$ cat src/rtl/bin_to_bcd_seq.sv
// bin_to_bcd_seq: sequential double-dabble binary-to-BCD converter, start/busy/done handshake.
// Optional macro BIN_TO_BCD_BLANK_EN adds a registered leading-zero blank mask. Rev 1.0
`default_nettype none

module bin_to_bcd_seq #(
  parameter int IN_W   = 16,
  parameter int DIGITS = 5
) (
  input  logic                  clk,
  input  logic                  rst,
  input  logic                  start,
  input  logic [IN_W-1:0]       bin,
  output logic                  busy,
  output logic                  done,
  output logic [4*DIGITS-1:0]   bcd,
  output logic [DIGITS-1:0]     blank
);

  localparam int CNT_W = (IN_W > 1) ? $clog2(IN_W) : 1;
  localparam logic [CNT_W-1:0] CNT_LAST = CNT_W'(IN_W - 1);
  localparam logic [CNT_W-1:0] CNT_ONE  = CNT_W'(1);

  function automatic bit digits_ok(input int in_w, input int digits);
    logic [255:0] p;
    logic [255:0] m;
    p = 256'd1;
    for (int i = 0; i < digits; i++) p = p * 256'd10;
    m = (256'd1 << in_w) - 256'd1;
    return p > m;
  endfunction

  generate
    if (!digits_ok(IN_W, DIGITS)) begin : g_bad_digits
      $error("bin_to_bcd_seq: DIGITS too small to hold 2**IN_W-1");
    end
  endgenerate

  typedef enum logic [0:0] {IDLE = 1'b0, CONV = 1'b1} state_t;

  state_t                 state, state_next;
  logic [IN_W-1:0]        shift_q;
  logic [4*DIGITS-1:0]    scratch_q;
  logic [CNT_W-1:0]       cnt_q;
  logic                   load, finish;
  logic [4*DIGITS-1:0]    adj;
  logic [4*DIGITS+IN_W-1:0] shifted;

  // Adjust every nibble >=5 before shifting so the doubled digit carries correctly.
  always_comb begin
    adj = scratch_q;
    for (int d = 0; d < DIGITS; d++) begin
      if (scratch_q[4*d +: 4] >= 4'd5) adj[4*d +: 4] = scratch_q[4*d +: 4] + 4'd3;
    end
    shifted = {adj, shift_q} << 1;
  end

  always_comb begin
    state_next = state;
    load       = 1'b0;
    finish     = 1'b0;
    case (state)
      IDLE: if (start) begin
        state_next = CONV;
        load       = 1'b1;
      end
      CONV: if (cnt_q == CNT_LAST) begin
        state_next = IDLE;
        finish     = 1'b1;
      end
      default: state_next = IDLE;
    endcase
  end

  assign busy = (state == CONV);

  always_ff @(posedge clk) begin
    if (rst) begin
      state     <= IDLE;
      shift_q   <= '0;
      scratch_q <= '0;
      cnt_q     <= '0;
      done      <= 1'b0;
      bcd       <= '0;
    end else begin
      state <= state_next;
      done  <= finish;
      if (load) begin
        shift_q   <= bin;
        scratch_q <= '0;
        cnt_q     <= '0;
      end else if (state == CONV) begin
        shift_q   <= shifted[IN_W-1:0];
        scratch_q <= shifted[4*DIGITS+IN_W-1:IN_W];
        cnt_q     <= cnt_q + CNT_ONE;
      end
      // bcd only moves on the done edge so the display never sees a partial value.
      if (finish) bcd <= shifted[4*DIGITS+IN_W-1:IN_W];
    end
  end

`ifdef BIN_TO_BCD_BLANK_EN
  logic [DIGITS-1:0] mask;
  logic              all_zero;

  always_comb begin
    mask     = '0;
    all_zero = 1'b1;
    for (int i = DIGITS - 1; i >= 1; i--) begin
      all_zero = all_zero & (shifted[IN_W+4*i +: 4] == 4'd0);
      mask[i]  = all_zero;
    end
  end

  always_ff @(posedge clk) begin
    if (rst)         blank <= '0;
    else if (finish) blank <= mask;
  end
`else
  assign blank = '0;
`endif

endmodule

`default_nettype wire

$ cat config.mk
export PLATFORM = sky130hd
export DESIGN_NAME = bin_to_bcd_seq
export DESIGN_NICKNAME = d
export VERILOG_FILES = /design/src/rtl/bin_to_bcd_seq.sv
export SDC_FILE = /design/constraint.sdc
export NUM_CORES = 1
export LEC_CHECK = 0
export ABC_AREA = 1
export BUFFER_PORTS_ARGS = -buffer_cell sky130_fd_sc_hd__buf_2
export CAP_MARGIN = 20
export CORE_ASPECT_RATIO = 1.2
export CORE_MARGIN = 5
export CORE_UTILIZATION = 53
export CTS_BUF_LIST = sky130_fd_sc_hd__clkbuf_8
export CTS_CLUSTER_DIAMETER = 60
export DETAILED_ROUTE_END_ITERATION = 6
export HOLD_SLACK_MARGIN = 0.05
export PLACE_DENSITY = 0.85
export SETUP_SLACK_MARGIN = 0.15
export SYNTH_ARGS = -nofsm -noshare
export SYNTH_HDL_FRONTEND = slang
export SYNTH_SLANG_ARGS = --single-unit
$ cat constraint.sdc
create_clock -name clk -period 1.3 [get_ports clk]
set_clock_uncertainty 0.15 [all_clocks]
set_input_delay 0.13 -clock clk [delete_from_list [all_inputs] [get_ports clk]]
set_output_delay 0.13 -clock clk [all_outputs]
set_load 0.005 [all_outputs]
==> key figures, run 1 <==
Synthesis
  – Netlist cell types: 22
  – Post-Synth Adder-Cell Area: between 4 and 5%
  – Synth warnings: 0
  – Post-synthesis xor/xnor area fraction: 0%
  – Synth async-reset ratio: 0%
  – Post-synthesis simple-gate area fraction: between 30% and 40%
  – Top_reg_cell synth: dfxtp_1
  – Synth area leaders: dfxtp_1, nand2_1, inv_1
  – Share of the synthesized area in the top cell type: between 40 and 50%
  – Seq/Total Area, Yosys: 41.0%
  – Combinational family with the most area after synthesis: simple AND/OR/NAND/NOR gates
  – Post-synth EDFFs: 0
  – Post-synthesis sequential element count: 62
  – Mapped cell area: about 0.0030 sq mm
  – Complex-gate fraction of the synthesized area: 8.26%
  – Mean Syn Cell Area: slightly below 7 sq um
  – Yosys top cell by area: dfxtp_1
  – Mux contribution to synthesized area: 0%
  – Gate Count Post-Synth: 446

Setup path
  – Maximum fanout along the worst path: 4
  – R2R cell count: 8
  – R2R setup slack: -0.13 ns
  – Worst path required time: between 1 and 1.5 ns
  – Data arrival time of the worst path: between 1.5 and 2 ns
  – Kind of critical path: register to register
  – CP Launch Type: register
  – Crit. End Element: register
  – Worst R2R Start: scratch_q[1]
  – Reg2reg end: bcd[2]

Clock network
  – Reg clk slew, reported paths: about 0.08 ns
  – Maximum root-to-sink buffer count: 2
  – CTS tree: done
  – CTS Buf Count: 9
  – Worst skew pair latency: about 0.36 ns
  – Clk sinks: 62
  – Root buffer cell: clkbuf_8
  – Htree depth: 3

Finish
  – Final nets: 584
  – Layout cells sized above 1: a little under half
  – Non-filler cells, final: ~620
  – Final Core Density: a little under nine tenths
  – Ant. Diodes: 0
  – Design area: roughly 0.0048 sq mm
  – Area Growth Syn to Fin: 59.0%

Min path
  – Hold Path Class: input port to register
  – Hold_sp: rst
  – WHS Path Cells: 4
  – Sink of the worst hold path: bcd[3]

STA
  – Fmax: between 0.7 and 0.8 GHz
  – Post-route setup TNS: -3.50 ns
  – Setup violators final: 50
  – RSZ-0062 raised after global routing: true
  – Final hold viol count: 0
  – Crit path time final: ~1.4 ns
  – Final WS setup: -0.125 ns
  – Fin. max-slew vios: 0
  – Crit share post-route: 110%

Routing
  – Total Wirelength: between 10000 and 15000 microns
  – Vias: 3634
  – Routed wire per std cell: just under 20 microns
  – DR iter-0 viols: 381
  – Drt drc: 0
  – DRT Pass-1 Iters: 6
  – ANT nets after route: 0
  – Via density: roughly 6

GRT
  – Met1 usage: between 20% and 30%
  – Vias in the first global route: around 3.3k
  – Initial antenna violation count: 0
  – Gr ovfl total: 0
  – GR peak layer: met2
  – GR Layer Usage met2: 49.4%
  – First-pass GRT wire length: 15100 microns
  – Largest net degree at the start of global routing: 19
  – Met3 usage: 6.13%
  – Total GRT Usage: around a quarter

Placement
  – # placed instances: about 560
  – Placed cell area: 0.00352 sq mm
  – Routability congestion estimate: ~0.86
  – Setup WS pre-CTS: -0.372 ns
  – Count of port buffers added during placement: 40
  – Dpl hpwl: between 4000 and 5000 microns

Floorplan
  – Starting Density: a little over half
  – Area of the core: approximately 0.0056 sq mm
  – Row cnt: 30
  – Die width: around 80 microns
  – Chip Height: 92.8 microns
  – Die Area: 0.00733 sq mm
  – # IOs: 46

Outcome
  – Status: finished, violations left
  – Failing checks: negative setup slack

Flow run
  – Total of max-cap violations: 0

Pwr
  – PwrDens: 1050 mW/mm^2
  – Leakage: around 2.6 nW
  – Maximum vdd ir drop: 0.611 mV
-- cell type report --
class	count	area, sq um
Inverter	65	284
Clock buffer	12	165
Fill cell	254	777
Multi-Input combinational cell	306	2030
Sequential cell	62	1270
Tap cell	64	80.1
Timing Repair Buffer	110	920
Clock inverter	4	68.8
-- Yosys cell counts, types with 2 or more instances --
library cell and n:
a21oi_1 23, buf_2 6, buf_4 9, buf_6 4
dfxtp_1 62, ha_1 11, inv_1 62, inv_2 3
nand2_1 176, nand3_1 38, nand4_1 10, nor2_1 13
nor2_4 2, o21ai_0 19
-- cell families after synthesis --
group / count (synthesis)
adders and majority gates: 11
AOI/OAI and AO/OA: 46
and+or+nand+nor: 242
other: 1
buffers and inverters: 84
DFF: 62
-- where the power goes --
| group | leakage, nW | switching (mW) | total, mW | internal [mW] |
|---|---|---|---|---|
| registers | 0.512 | 0.0735 | 2.04 | 1.97 |
| logic | 1.92 | 0.567 | 0.989 | 0.421 |
| clock network | 0.124 | 0.800 | 2.03 | 1.23 |
-- what timing repair did --
action,CTS,global route
resized for setup,98,83
setup buffers,23,7
endpoints found under the setup margin,62,63
hold buffers,16,0
pin swaps,40,30
endpoints found under the hold margin,16,0
gates cloned,3,2
-- worst max-delay path by stage --
stage	endpoint	startpoint	slack (ns)	cells after the start
finish	bcd[2]	scratch_q[1]	-0.13	8
global route	bcd[2]	scratch_q[1]	-0.20	8
CTS	busy	busy	-0.03	3
detailed placement	bcd[7]	cnt_q[1]	-0.37	6
global placement	bcd[2]	cnt_q[1]	-0.27	6
floorplan	bcd[0]	busy	0.09	6
-- sequential cells by signal, summed over array words and instances (netlist names) --
signal,count
shift_q,16
scratch_q,20
cnt_q,4
bcd,20
busy,1
done,1
-- metal layers --
| metal | vias up | part of all wire (%) |
|---|---|---|
| met2 | 267 | 51 |
| met1 | 1682 | 33 |
| met3 | 80 | 8.8 |
| met5 | - | 0 |
| met4 | 0 | 6.9 |
| li1 | 1605 | - |
-- cell usage in the layout (no fill, tap or decap), types with 9 or more instances in the layout --
cell,instances
buf_4,34
buf_2,39
nand3_1,14
nand4_1,10
nand3_2,21
nand2_2,36
dlygate4sd3_1,16
dfxtp_1,47
dfxtp_2,12
clkbuf_8,12
buf_6,11
nand2_4,18
inv_1,43
nand2_1,122
inv_2,12
a21oi_2,17
inv_4,9
o21ai_1,12
nor2_1,11
-- critical path: stages (launching register included) --
cell and delay, ns:
dfxtp_2 0.37, inv_4 0.06, ha_4 0.15, nand2_2 0.14, nand3_4 0.13, nand2_4 0.10, nand2_1 0.07, nand2_1 0.09
nand2_1 0.06
-- per-stage QoR --
stage	total power [mW]	hold WS, ns
2_1_floorplan	2.49	0.0424
3_5_place_dp	2.60	0.253
5_1_grt	5.19	0.100
6_report	5.06	0.0818
4_1_cts	4.76	0.0646
3_3_place_gp	2.58	0.252
(Power assumes the default switching activity.)
==> run 2: changes to the inputs <==
--- a/config.mk
+++ b/config.mk
@@ -8,7 +8,7 @@
 export ABC_AREA = 1
 export BUFFER_PORTS_ARGS = -buffer_cell sky130_fd_sc_hd__buf_2
 export CAP_MARGIN = 20
-export CORE_ASPECT_RATIO = 1.2
+export CORE_ASPECT_RATIO = 0.6
 export CORE_MARGIN = 5
 export CORE_UTILIZATION = 53
 export CTS_BUF_LIST = sky130_fd_sc_hd__clkbuf_8
==> run 2 against run 1 <==
The flow still finishes with violations (negative setup slack); clock-buffer cell count is 2 lower; routed wire length up 30%; global-route usage rose by 5.0 points; utilization is 4.1 points higher; sequential power barely moved; clock power down 11%; first-iteration DRC count grew 88%; via count grew 12%; final cell count increased by 0.96%; hold slack better by 0.032 ns; critical path type unchanged; largest cell class unchanged.
==> key figures, run 2 (synthesis results as in run 1) <==
STA
  – Crit share post-route: 127% (was 110%)
  – WHS: 0.114 ns (was 0.0818 ns)
  – Fmax: 0.607 GHz (was 0.702 GHz)
  – Fin. max-slew vios: 0 (unchanged)
  – Final WS setup: -0.347 ns (was -0.125 ns)
  – Final hold viol count: 0 (unchanged)
  – Post-route setup TNS: -7.24 ns (was -3.50 ns)
  – RSZ-0062 raised after global routing: true (unchanged)
  – Setup violators final: 58 (was 50)
  – Crit path time final: 1.65 ns (was 1.43 ns)

Setup path
  – Cells along the critical path: ha_4 > nand4_4 > nor2_4 > inv_2 > o21ai_0 (was inv_4 > ha_4 > nand2_2 > nand3_4 > nand2_4 > nand2_1 > nand2_1 > nand2_1)
  – Kind of critical path: register to register (unchanged)
  – Max stage delay on crit path: 0.38 ns (was 0.37 ns)
  – Data arrival time of the worst path: 1.74 ns (was 1.52 ns)
  – Maximum fanout along the worst path: 5 (was 4)
  – Slowest cell on crit path: dfxtp_4 (was dfxtp_2)
  – CP Launch Type: register (unchanged)
  – Worst path required time: 1.40 ns (about the same)
  – Crit. End Element: register (unchanged)

Finish
  – Ant. Diodes: 0 (unchanged)
  – Final Core Density: 90.2% (was 86.1%)
  – Filler Cells Inserted: 197 (was 254)
  – Leading cell type in the layout, fill and taps excluded: nand2_1 (unchanged)
  – Layout cells sized above 1: 53.0% (was 47.8%)
  – Multi-input gate area: 0.00224 sq mm (was 0.00203 sq mm)
  – Flip-flop and latch area: 0.00128 sq mm (was 0.00127 sq mm)
  – Most frequent cells in the layout: nand2_1, nand2_4, inv_1, dfxtp_1, buf_2 (was nand2_1, dfxtp_1, inv_1)
  – Top Registers: bcd (20), scratch_q (20), shift_q (16) (unchanged)
  – Area Growth Syn to Fin: 66.0% (was 59.0%)
  – Final nets: 575 (was 584)
  – Non-filler cells, final: 629 (was 623)
  – Design area: 0.00503 sq mm (was 0.00482 sq mm)

Clock network
  – Root buffer cell: clkbuf_8 (unchanged)
  – Worst skew pair latency: 0.38 ns (was 0.36 ns)
  – Clk sinks: 62 (unchanged)
  – CTS tree: done (unchanged)
  – Maximum root-to-sink buffer count: 2 (unchanged)
  – Htree depth: 3 (unchanged)
  – Reg clk slew, reported paths: 0.09 ns (was 0.08 ns)
  – CTS Buf Count: 9 (unchanged)

Placement
  – Dpl hpwl: 5300 microns (was 4780 microns)
  – Routability congestion estimate: 0.913 (was 0.856)
  – # placed instances: 568 (was 556)
  – Count of port buffers added during placement: 40 (unchanged)
  – Placed cell area: 0.00358 sq mm (was 0.00352 sq mm)

Routing
  – DRT Pass-1 Iters: 7 (was 6)
  – Drt drc: 0 (unchanged)
  – Total Wirelength: 15800 microns (was 12200 microns)
  – Via density: 6.49 (was 5.83)
  – Vias: 4083 (was 3634)
  – DR iter-0 viols: 716 (was 381)
  – ANT nets after route: 0 (unchanged)
  – Routed wire per std cell: 25.1 microns (was 19.5 microns)

GRT
  – Vias in the first global route: 3552 (was 3289)
  – Largest net degree at the start of global routing: 21 (was 19)
  – First-pass GRT wire length: 17700 microns (was 15100 microns)
  – Total GRT Usage: 31.7% (was 26.7%)
  – Gr ovfl total: 0 (unchanged)
  – Initial antenna violation count: 0 (unchanged)

Floorplan
  – Die Area: 0.00737 sq mm (was 0.00733 sq mm)
  – # IOs: 46 (unchanged)
  – Starting Density: 54.4% (was 54.1%)
  – Area of the core: 0.00557 sq mm (was 0.00559 sq mm)
  – Die width: 108 microns (was 79 microns)
  – Row cnt: 21 (was 30)
  – Chip Height: 68.5 microns (was 92.8 microns)

Min path
  – Hold Path Class: input port to register (unchanged)

Pwr
  – Maximum vdd ir drop: 0.673 mV (was 0.611 mV)
  – Leakage: 2.83 nW (was 2.56 nW)
  – PwrDens: 996 mW/mm^2 (was 1050 mW/mm^2)

Outcome
  – Failing checks: negative setup slack (unchanged)
  – Status: finished, violations left (unchanged)

Flow run
  – Total of max-cap violations: 0 (unchanged)
[run 2: cell types whose count changed in the layout (fill, tap and decap cells not counted), sizes merged]
cell / before / now
buf: 93 / 81
bufinv: 2 / 1
dlygate4sd3: 16 / 17
clkinv: 3 / 5
nor2: 18 / 16
inv: 64 / 65
clkbuf: 13 / 14
[run 2: where the power goes]
| group | leakage, nW | internal (mW) | switching, mW |
|---|---|---|---|
| sequential | 0.516 | 1.96 | 0.108 |
| combinational | 2.21 | 0.459 | 0.681 |
| clock | 0.102 | 0.915 | 0.882 |
| total | 2.83 | 3.34 | 1.67 |
[run 2: stage by stage]
stage / total power, mW / setup slack (ns)
after floorplan: 2.49 / 0.0913
after global placement: 2.63 / 0.0233
after detailed placement: 2.65 / -0.0132
after CTS: 4.48 / -0.00861
after global routing: 5.06 / -0.471
final: 5.01 / -0.347
[run 2: repair_timing]
| item | 4_1_cts | 5_1_grt |
|---|---|---|
| resized for setup | 89 | 135 |
| buffers inserted | 16 | 7 |
| endpoints found under the hold margin | 17 | 0 |
| hold buffers | 17 | 0 |
| setup endpoints to repair | 62 | 69 |
| pin swaps | 21 | 44 |
| cloned | 0 | 6 |
[run 2: path summary, 6_finish.rpt]
path | startpoint | to | slack, ns | cells past startpoint
worst min register to register | bcd[6] | bcd[6] | 0.31 | 2
worst max-delay path | cnt_q[1] | bcd[19] | -0.35 | 5
worst max register to register | cnt_q[1] | bcd[19] | -0.35 | 5
worst min-delay path | rst | done | 0.11 | 3
[run 2: critical path: cells and delay by family (launching register included)]
family	cells	cell delay, ns
compound gates	1	0.32
fa+ha+maj	1	0.16
simple gates	2	0.36
buf+inv	1	0.13
flops	1	0.38
[run 2: cell type report]
cell class              count  area share (%)
clock buffers              10            2.74
clock inverters             5           0.996
inverters                  65            5.73
multi-input cells         304            44.6
flip-flops and latches     62            25.6
well taps                  80            1.99
repair buffers            102            18.2
repair inverters            1           0.224
[run 2: per-layer routing]
layer	part of all wire (%)	global-route usage, %	vias to the layer above
met5	0	0	-
met1	37	35.6	1872
met4	8.3	22.0	0
met2	41	53.9	456
li1	-	-	1578
met3	14	8.65	177
